File: src/rtl/text_cursor_ctrl.sv
// Cursor and command sequencer in front of the ASCII glyph renderer.
// Keystrokes are buffered one deep and decoded into a "draw glyph C at (x,y)"
// command. The command is held on a go/idle handshake. The cursor commits
// when the renderer reports that it is idle again.
module text_cursor_ctrl #(
  parameter int COLS        = 40,
  parameter int ROWS        = 20,
  parameter int DRAW_CYCLES = 96
) (
  input  logic       CLOCK_50,
  input  logic       reset,
  input  logic       key_valid,
  input  logic [6:0] key_ascii,
  input  logic       vga_go,
  output logic       go,
  output logic [6:0] ASCII,
  output logic [8:0] reg_x,
  output logic [8:0] reg_y,
  output logic [5:0] cur_col,
  output logic [4:0] cur_row,
  output logic       key_drop
);

  localparam logic [5:0] COL_MAX = 6'(COLS - 1);
  localparam logic [4:0] ROW_MAX = 5'(ROWS - 1);
  localparam int         CNT_W   = $clog2(DRAW_CYCLES + 1);
  localparam logic [CNT_W-1:0] CNT_LOAD = CNT_W'(DRAW_CYCLES - 1);

  typedef enum logic [2:0] {S_INIT, S_IDLE, S_DECODE, S_ISSUE, S_RELEASE} state_t;

  state_t           r_state;
  logic             r_buf_full;
  logic [6:0]       r_buf_data;
  logic             r_key_drop;
  logic [6:0]       r_key;
  logic [5:0]       r_col, r_nxt_col;
  logic [4:0]       r_row, r_nxt_row;
  logic             r_go;
  logic [6:0]       r_ascii;
  logic [8:0]       r_x, r_y;
  logic [CNT_W-1:0] r_cnt;

  logic       w_pop;
  logic       w_is_print, w_is_bksp, w_is_enter, w_at_origin;
  logic [5:0] w_adv_col, w_ret_col, w_tgt_col;
  logic [4:0] w_adv_row, w_ret_row, w_tgt_row, w_enter_row;
  logic [8:0] w_row9, w_tgt_x, w_tgt_y;

  // The buffer drains only from IDLE, so a key arriving in that same cycle still fits.
  assign w_pop = (r_state == S_IDLE) && r_buf_full;

  // Classify the popped key and derive the neighbouring cursor cells.
  always_comb begin
    // NOTE: every combinational output gets a default first so no path can infer a latch.
    w_is_print  = (r_key >= 7'h20) && (r_key <= 7'h7E);
    w_is_bksp   = (r_key == 7'h08);
    w_is_enter  = (r_key == 7'h0D);
    w_at_origin = (r_col == 6'd0) && (r_row == 5'd0);
    w_enter_row = (r_row == ROW_MAX) ? 5'd0 : r_row + 5'd1;

    w_adv_col = r_col + 6'd1;
    w_adv_row = r_row;
    if (r_col == COL_MAX) begin
      w_adv_col = 6'd0;
      w_adv_row = w_enter_row;
    end

    w_ret_col = r_col - 6'd1;
    w_ret_row = r_row;
    if (r_col == 6'd0) begin
      w_ret_col = COL_MAX;
      w_ret_row = r_row - 5'd1;
    end

    w_tgt_col = w_is_bksp ? w_ret_col : r_col;
    w_tgt_row = w_is_bksp ? w_ret_row : r_row;
    w_row9    = {4'd0, w_tgt_row};
    w_tgt_x   = {w_tgt_col, 3'b000};
    w_tgt_y   = (w_row9 << 3) + (w_row9 << 1) + w_row9;
  end

  // Fill the single-entry buffer and flag keys that arrive while it is full.
  always_ff @(posedge CLOCK_50 or negedge reset) begin
    if (!reset) begin
      // NOTE: the buffer data is reset as well, so no X can reach the decode path.
      r_buf_full <= 1'b0;
      r_buf_data <= 7'd0;
      r_key_drop <= 1'b0;
    end else begin
      // NOTE: state updates use <= so every block reads values from before the edge.
      r_key_drop <= key_valid && r_buf_full && !w_pop;
      if (key_valid && (!r_buf_full || w_pop)) begin
        r_buf_full <= 1'b1;
        r_buf_data <= key_ascii;
      end else if (w_pop) begin
        r_buf_full <= 1'b0;
      end
    end
  end

  // Command sequencer: decode the key, hold the draw request, then commit the cursor.
  always_ff @(posedge CLOCK_50 or negedge reset) begin
    if (!reset) begin
      r_state   <= S_INIT;
      r_key     <= 7'd0;
      r_col     <= 6'd0;
      r_row     <= 5'd0;
      r_nxt_col <= 6'd0;
      r_nxt_row <= 5'd0;
      r_go      <= 1'b0;
      r_ascii   <= 7'd0;
      r_x       <= 9'd0;
      r_y       <= 9'd0;
      r_cnt     <= '0;
    end else begin
      case (r_state)
        S_INIT: if (vga_go) r_state <= S_IDLE;
        S_IDLE: begin
          if (r_buf_full) begin
            r_key   <= r_buf_data;
            r_state <= S_DECODE;
          end
        end
        S_DECODE: begin
          r_state <= S_IDLE;
          if (w_is_print || (w_is_bksp && !w_at_origin)) begin
            r_ascii   <= w_is_print ? r_key : 7'h20;
            r_x       <= w_tgt_x;
            r_y       <= w_tgt_y;
            r_nxt_col <= w_is_print ? w_adv_col : w_ret_col;
            r_nxt_row <= w_is_print ? w_adv_row : w_ret_row;
            r_go      <= 1'b1;
            r_cnt     <= CNT_LOAD;
            r_state   <= S_ISSUE;
          end else if (w_is_enter) begin
            r_col <= 6'd0;
            r_row <= w_enter_row;
          end
        end
        S_ISSUE: begin
          if (r_cnt == '0) begin
            r_go    <= 1'b0;
            r_state <= S_RELEASE;
          end else begin
            r_cnt <= r_cnt - 1'b1;
          end
        end
        S_RELEASE: begin
          if (vga_go) begin
            r_col   <= r_nxt_col;
            r_row   <= r_nxt_row;
            r_state <= S_IDLE;
          end
        end
        default: r_state <= S_INIT;
      endcase
    end
  end

  assign go       = r_go;
  assign ASCII    = r_ascii;
  assign reg_x    = r_x;
  assign reg_y    = r_y;
  assign cur_col  = r_col;
  assign cur_row  = r_row;
  assign key_drop = r_key_drop;

endmodule

File: config.mk
export PLATFORM = sky130hd
export DESIGN_NAME = text_cursor_ctrl
export DESIGN_NICKNAME = d
export VERILOG_FILES = /design/src/rtl/text_cursor_ctrl.sv
export SDC_FILE = /design/constraint.sdc
export NUM_CORES = 1
export LEC_CHECK = 0
export CAP_MARGIN = 20
export CORE_AREA = 2 2 87 122
export CTS_BUF_LIST = sky130_fd_sc_hd__clkbuf_8 sky130_fd_sc_hd__clkbuf_16
export DETAILED_ROUTE_END_ITERATION = 12
export DIE_AREA = 0 0 89 124
export HOLD_SLACK_MARGIN = 0.15
export RECOVER_POWER = 50
export SETUP_SLACK_MARGIN = 0.1
export SYNTH_ARGS = -nofsm -noshare
export SYNTH_HDL_FRONTEND = slang
export SYNTH_SLANG_ARGS = --single-unit
File: constraint.sdc
create_clock -name CLOCK_50 -period 7 [get_ports CLOCK_50]
set_input_delay 1.4 -clock CLOCK_50 [delete_from_list [all_inputs] [get_ports CLOCK_50]]
set_output_delay 1.4 -clock CLOCK_50 [all_outputs]
set_load 0.02 [all_outputs]
==> out/metrics.yaml, run 1 <==
logic_synthesis:
  async_reset_ff_share_pct: 100
  synth_enable_flop_cells: 0
  yosys-top-cells-count: "dfrtp_1 (71), nand2_1 (69), o21ai_0 (39)"
  ys_seq_elements: 71
  synth_area_um2: 3990
  synth_top_cell_area_share_pct: 44.5
  yosysTopAreaCell: "dfrtp_1"
  yosys_warnings: 0
  synthCells: 424
  netlist-cell-type-count: 59
  ys_dominant_reg_cell: "dfrtp_1"
  seq_area_frac_synth_pct: 44.5
  avgSynthCellArea_um2: 9.41
  synth_area_leaders: "dfrtp_1 (45%), nand2_1 (6.5%), o21ai_0 (4.9%)"
  yosysMostFrequentCell: "dfrtp_1"
cts:
  cts_tree: "built"
  cts_buffers: 9
  clk_pin_slew_ns: 0.06
  htree_levels: 3
  postCtsSetupRepairBufs: 0
  cts_hold_buf: 0
  clkSinkCount: 71
  root_buffer: "clkbuf_16"
  ctsResizeCount: 0
  clock_latency_ns: 0.34
  cts_buffer_depth: 2
min_path:
  min_path_type: "flop to flop"
sta:
  rsz0062_at_grt: "no"
  worst_pin_slew_ns: 3.83
  final-hold-violation-count: 0
  setup_ws_ns: 2.37
  fin_crit_ns: 4.63
  relSlewSlack_pct: -155
  setup_tns_ns: 0
  fin_skew_ns: 0.00657
  maxSlewViolCount: 72
  fmax_mhz: 216
  period_share_pct: 66.2
  hold_ws_ns: 0.476
  setup_violations: 0
routing:
  ant_nets: 0
  vias: 3137
  drc: 0
  routed_wl_um: 8590
  drt_iter0_drc: 183
  vias_per_cell: 5.26
  drt_first_pass_iters: 4
  wl_per_cell_um: 14.4
pwr:
  cellLeakagePower_nw: 2.03
  peakVddDrop_uv: 215
  powerDensity_nw_per_um2: 521
grt:
  globalRoute.totalOverflow: 0
  antenna_found_initial: 0
  track_usage_pct: 16.9
  grt_pass1_vias: 2964
  grt_pass1_wl_um: 14400
  grt_max_degree: 72
floorplan:
  die_x_um: 89
  die-area_um2: 11000
  core-area_um2: 9900
  ios: 49
  start_util_pct: 40.3
  row_count: 43
  die_y_um: 124
flow_run:
  drv_cap: 1
worst_setup_path:
  crit_family: "buffers and inverters"
  critPathMaxStageDelay_ns: 2.68
  cp_num_buf_inv: 2
  worstSetupStartpointType: "input port"
  arrival_ns: 4.20
  required_ns: 6.57
  cp_slowest_cell: "clkbuf_1"
  path_cells: "buf_2 > clkbuf_1"
  crit_path_end_kind: "async pin"
  crit_type: "input port to async pin"
  worstPathMaxFanout: 71
cells_and_area:
  drive_above_1_share_pct: 9.11
  areaGrowthSynthToFinish_pct: 18.3
  final_area_um2: 4720
  nNetsFinal: 484
  num_antenna_cells: 0
placed_design:
  post_dp_cell_area_um2: 4460
  dp_hpwl_um: 5860
  place.gp.congestion: 0.831
  port_buffers: 45
  place_ws_ns: 3.24
outcome:
  violations: "capacitance limit, slew limit"
  outcome: "finished with violations"
[layer usage]
layer,vias up,wire (um),track usage [%]
met3,12,259,2.98
met4,0,182,8.21
li1,1545,-,-
met1,1512,3760,21.3
met2,68,4390,27.9
met5,-,0,0
[logic make-up after synthesis]
logic type	after synthesis	share of synthesized area [%]
adder cells (fa/ha/maj)	17	5.71
XOR/XNOR	17	4.11
flip-flops	71	44.5
buffers and inverters	48	6.02
other	1	0.0940
AO/OA/AOI/OAI	106	16.9
AND/OR/NAND/NOR	149	18.5
multiplexers	15	4.17
[worst reg2reg max path: cells and delay by family, from the launching register on]
family / cells / cell delay (ns)
AOI/OAI and AO/OA: 3 / 0.45
xor gates and xnor gates: 4 / 0.69
adders and majority gates: 3 / 1.05
buffers and inverters: 1 / 0.10
DFF: 1 / 0.47
and+or+nand+nor: 4 / 0.88
[metrics by stage]
stage	cells	total power, mW	util [%]
floorplan	426	1.71	-
global placement	580	2.02	45.1
detailed placement	580	2.05	45.1
CTS	596	2.49	47.8
global route	596	2.69	47.7
finish	596	2.46	47.7
[registers in the layout, indices dropped and copies added (netlist names)]
register    flops
reg_y           9
r_buf_full      1
go              1
reg_x           6
r_nxt_col       6
key_drop        1
r_nxt_row       5
cur_col         6
r_state         3
r_cnt           7
r_key           7
ASCII           7
r_buf_data      7
cur_row         5
[layout by cell type, fill, tap and decap left out, drive strengths merged, types with 8 or more instances in the layout]
cell type      synthesis  layout
clkdlybuf4s50          0      42
ha                    15      15
clkbuf                11      10
nor2                  22      22
o21ai                 43      43
a21oi                 16      16
dfrtp                 71      71
nand4                  8       8
xnor2                 11      11
nor3                   9       9
mux2                  13      13
inv                   20      21
nand3                 10      10
nand2                 70      70
[area by class of cell]
| type | count | area [um2] |
|---|---|---|
| tap | 135 | 169 |
| clock inverter | 7 | 48.8 |
| multi-input combinational | 307 | 1970 |
| timing repair buffer | 47 | 457 |
| sequential | 71 | 1780 |
| inverter | 20 | 75.1 |
| clock buffer | 9 | 225 |
| fill | 991 | 5180 |
[path summary, 6_finish.rpt]
check | slack, ns | start | cells past startpoint | to
worst max-delay path | 2.37 | reset | 2 | ASCII[1]
worst min-delay path | 0.48 | reg_y[4] | 2 | reg_y[4]
worst max register to register | 3.23 | cur_col[0] | 15 | reg_y[6]
worst min register to register | 0.48 | reg_y[4] | 2 | reg_y[4]
max in group CLOCK_50 | 3.23 | cur_col[0] | 15 | reg_y[6]
min in group asynchronous | 2.49 | reset | 2 | reg_y[3]
[power by group]
| part | switching, mW | internal [mW] |
|---|---|---|
| clock network | 0.184 | 0.240 |
| registers | 0.211 | 0.591 |
| logic | 0.670 | 0.565 |
| total | 1.07 | 1.40 |
Power figures use the tool's default switching activity.
==> inputs of run 2 (changes only) <==
==> constraint.sdc (replaced) <==
create_clock -name CLOCK_50 -period 4.86 [get_ports CLOCK_50]
set_input_delay 0.972 -clock CLOCK_50 [delete_from_list [all_inputs] [get_ports CLOCK_50]]
set_output_delay 0.972 -clock CLOCK_50 [all_outputs]
set_load 0.02 [all_outputs]
==> out/metrics.yaml, run 2 (synthesis gave the netlist of run 1 again) <==
sta:
  rsz0062_at_grt: "no"
  final-hold-violation-count: 0
  relSlewSlack_pct: 10.9
  setup_tns_ns: 0
  period_share_pct: 76.8
  setup_ws_ns: 1.13
  fin_crit_ns: 3.73
  fmax_mhz: 268
  worst_pin_slew_ns: 1.34
  fin_skew_ns: 0.00715
  maxSlewViolCount: 0
  setup_violations: 0
cells_and_area:
  post-route-util_pct: 47.9
  drive_above_1_share_pct: 9.09
  nNetsFinal: 485
  num_antenna_cells: 0
  areaGrowthSynthToFinish_pct: 18.9
  n_fill_cell: 962
  final_common_cell: "dfrtp_1"
  final_cell_mix: "dfrtp_1 (71), nand2_1 (69), clkdlybuf4s50_1 (43)"
  largest_register_ffs: 9
routing:
  drc: 0
  ant_nets: 0
  drt_first_pass_iters: 5
  vias: 3111
  vias_per_cell: 5.21
  wl_per_cell_um: 14.3
  drt_iter0_drc: 119
  routed_wl_um: 8560
cts:
  ctsResizeCount: 0
  htree_levels: 3
  root_buffer: "clkbuf_16"
  cts_buffers: 9
  clock_latency_ns: 0.34
  cts_hold_buf: 0
  cts_tree: "built"
  clk_pin_slew_ns: 0.06
  postCtsSetupRepairBufs: 0
  clkSinkCount: 71
  cts_buffer_depth: 2
worst_setup_path:
  arrival_ns: 3.91
  crit_type: "flop to flop"
  worstPathMaxFanout: 10
  crit_path_end_kind: "flop"
  worstSetupStartpointType: "flop"
  required_ns: 5.04
pwr:
  peakVddDrop_uv: 328
  cellLeakagePower_nw: 2.03
  powerDensity_nw_per_um2: 751
  finalPower_mw: 3.56
floorplan:
  die_y_um: 124
  row_count: 43
  core-area_um2: 9900
  start_util_pct: 40.3
  die-area_um2: 11000
  ios: 49
  die_x_um: 89
placed_design:
  dp_hpwl_um: 6040
  place.gp.congestion: 0.835
  port_buffers: 45
  place_ws_ns: 1.11
grt:
  track_usage_pct: 17.0
  grt_pass1_wl_um: 14400
  grt_max_degree: 52
  antenna_found_initial: 0
  globalRoute.totalOverflow: 0
  grt_pass1_vias: 3006
min_path:
  min_path_type: "flop to flop"
flow_run:
  drv_cap: 0
outcome:
  outcome: "completed"
[run 2: changes by cell type in the layout (fill, tap and decap cells not counted)]
| cell | before | now |
|---|---|---|
| buf_2 | 1 | 0 |
| inv_6 | 1 | 4 |
| o21ai_4 | 0 | 1 |
| clkdlybuf4s50_1 | 42 | 43 |
| clkbuf_1 | 1 | 3 |
| dlygate4sd3_1 | 2 | 1 |
| clkinv_2 | 3 | 0 |
| o21ai_0 | 40 | 39 |
[run 2: layout make-up]
class / instances / area (um2) / area share [%]
multi-input combinational: 307 / 1980 / 41.7
sequential: 71 / 1780 / 37.4
timing repair buffer: 48 / 459 / 9.68
clock buffer: 9 / 225 / 4.75
tap: 135 / 169 / 3.56
inverter: 20 / 75.1 / 1.58
clock inverter: 7 / 60.1 / 1.27
[run 2: path summary, 6_finish.rpt]
check,startpoint,depth (start not counted),endpoint,slack [ns]
min in group asynchronous,reset,1,key_drop,0.88
max in group asynchronous,reset,2,r_nxt_col[2],2.16
hold reg to reg,reg_y[0],2,reg_y[0],0.48
hold / removal,reg_y[0],2,reg_y[0],0.48
setup / recovery,cur_col[0],15,reg_y[7],1.13
setup reg to reg,cur_col[0],15,reg_y[7],1.13
[run 2: where the power goes]
part / switching (mW) / leakage (nW) / internal, mW
Clock: 0.280 / 0.137 / 0.354
Sequential: 0.300 / 0.866 / 0.851
Combinational: 0.961 / 1.03 / 0.816
[run 2: per-stage QoR]
stage	cell area, um2	std cells	hold slack (ns)
6_report	4750	597	0.476
3_3_place_gp	4460	580	0.457
3_5_place_dp	4460	580	0.468
5_1_grt	4750	597	0.503
4_1_cts	4750	596	0.484
2_1_floorplan	4000	426	0.444
[run 2: metal layers]
layer	vias up	share of wire, %	GRT usage [%]
li1	1549	-	-
met4	0	1.8	7.00
met5	-	0	0
met2	51	51	28.7
met1	1501	44	20.6
met3	10	3.3	3.91
[run 2: worst max-delay path, stage by stage, from the launching register on]
cell	delay (ns)
dfrtp_1	0.47
inv_1	0.09
ha_1	0.22
nor4b_4	0.27
and2_1	0.31
nand4_1	0.18
xnor2_2	0.26
inv_1	0.13
fa_1	0.55
inv_1	0.04
ha_1	0.32
a21oi_1	0.21
o21bai_1	0.11
o2bb2ai_1	0.19
a21o_1	0.14
a31oi_1	0.08
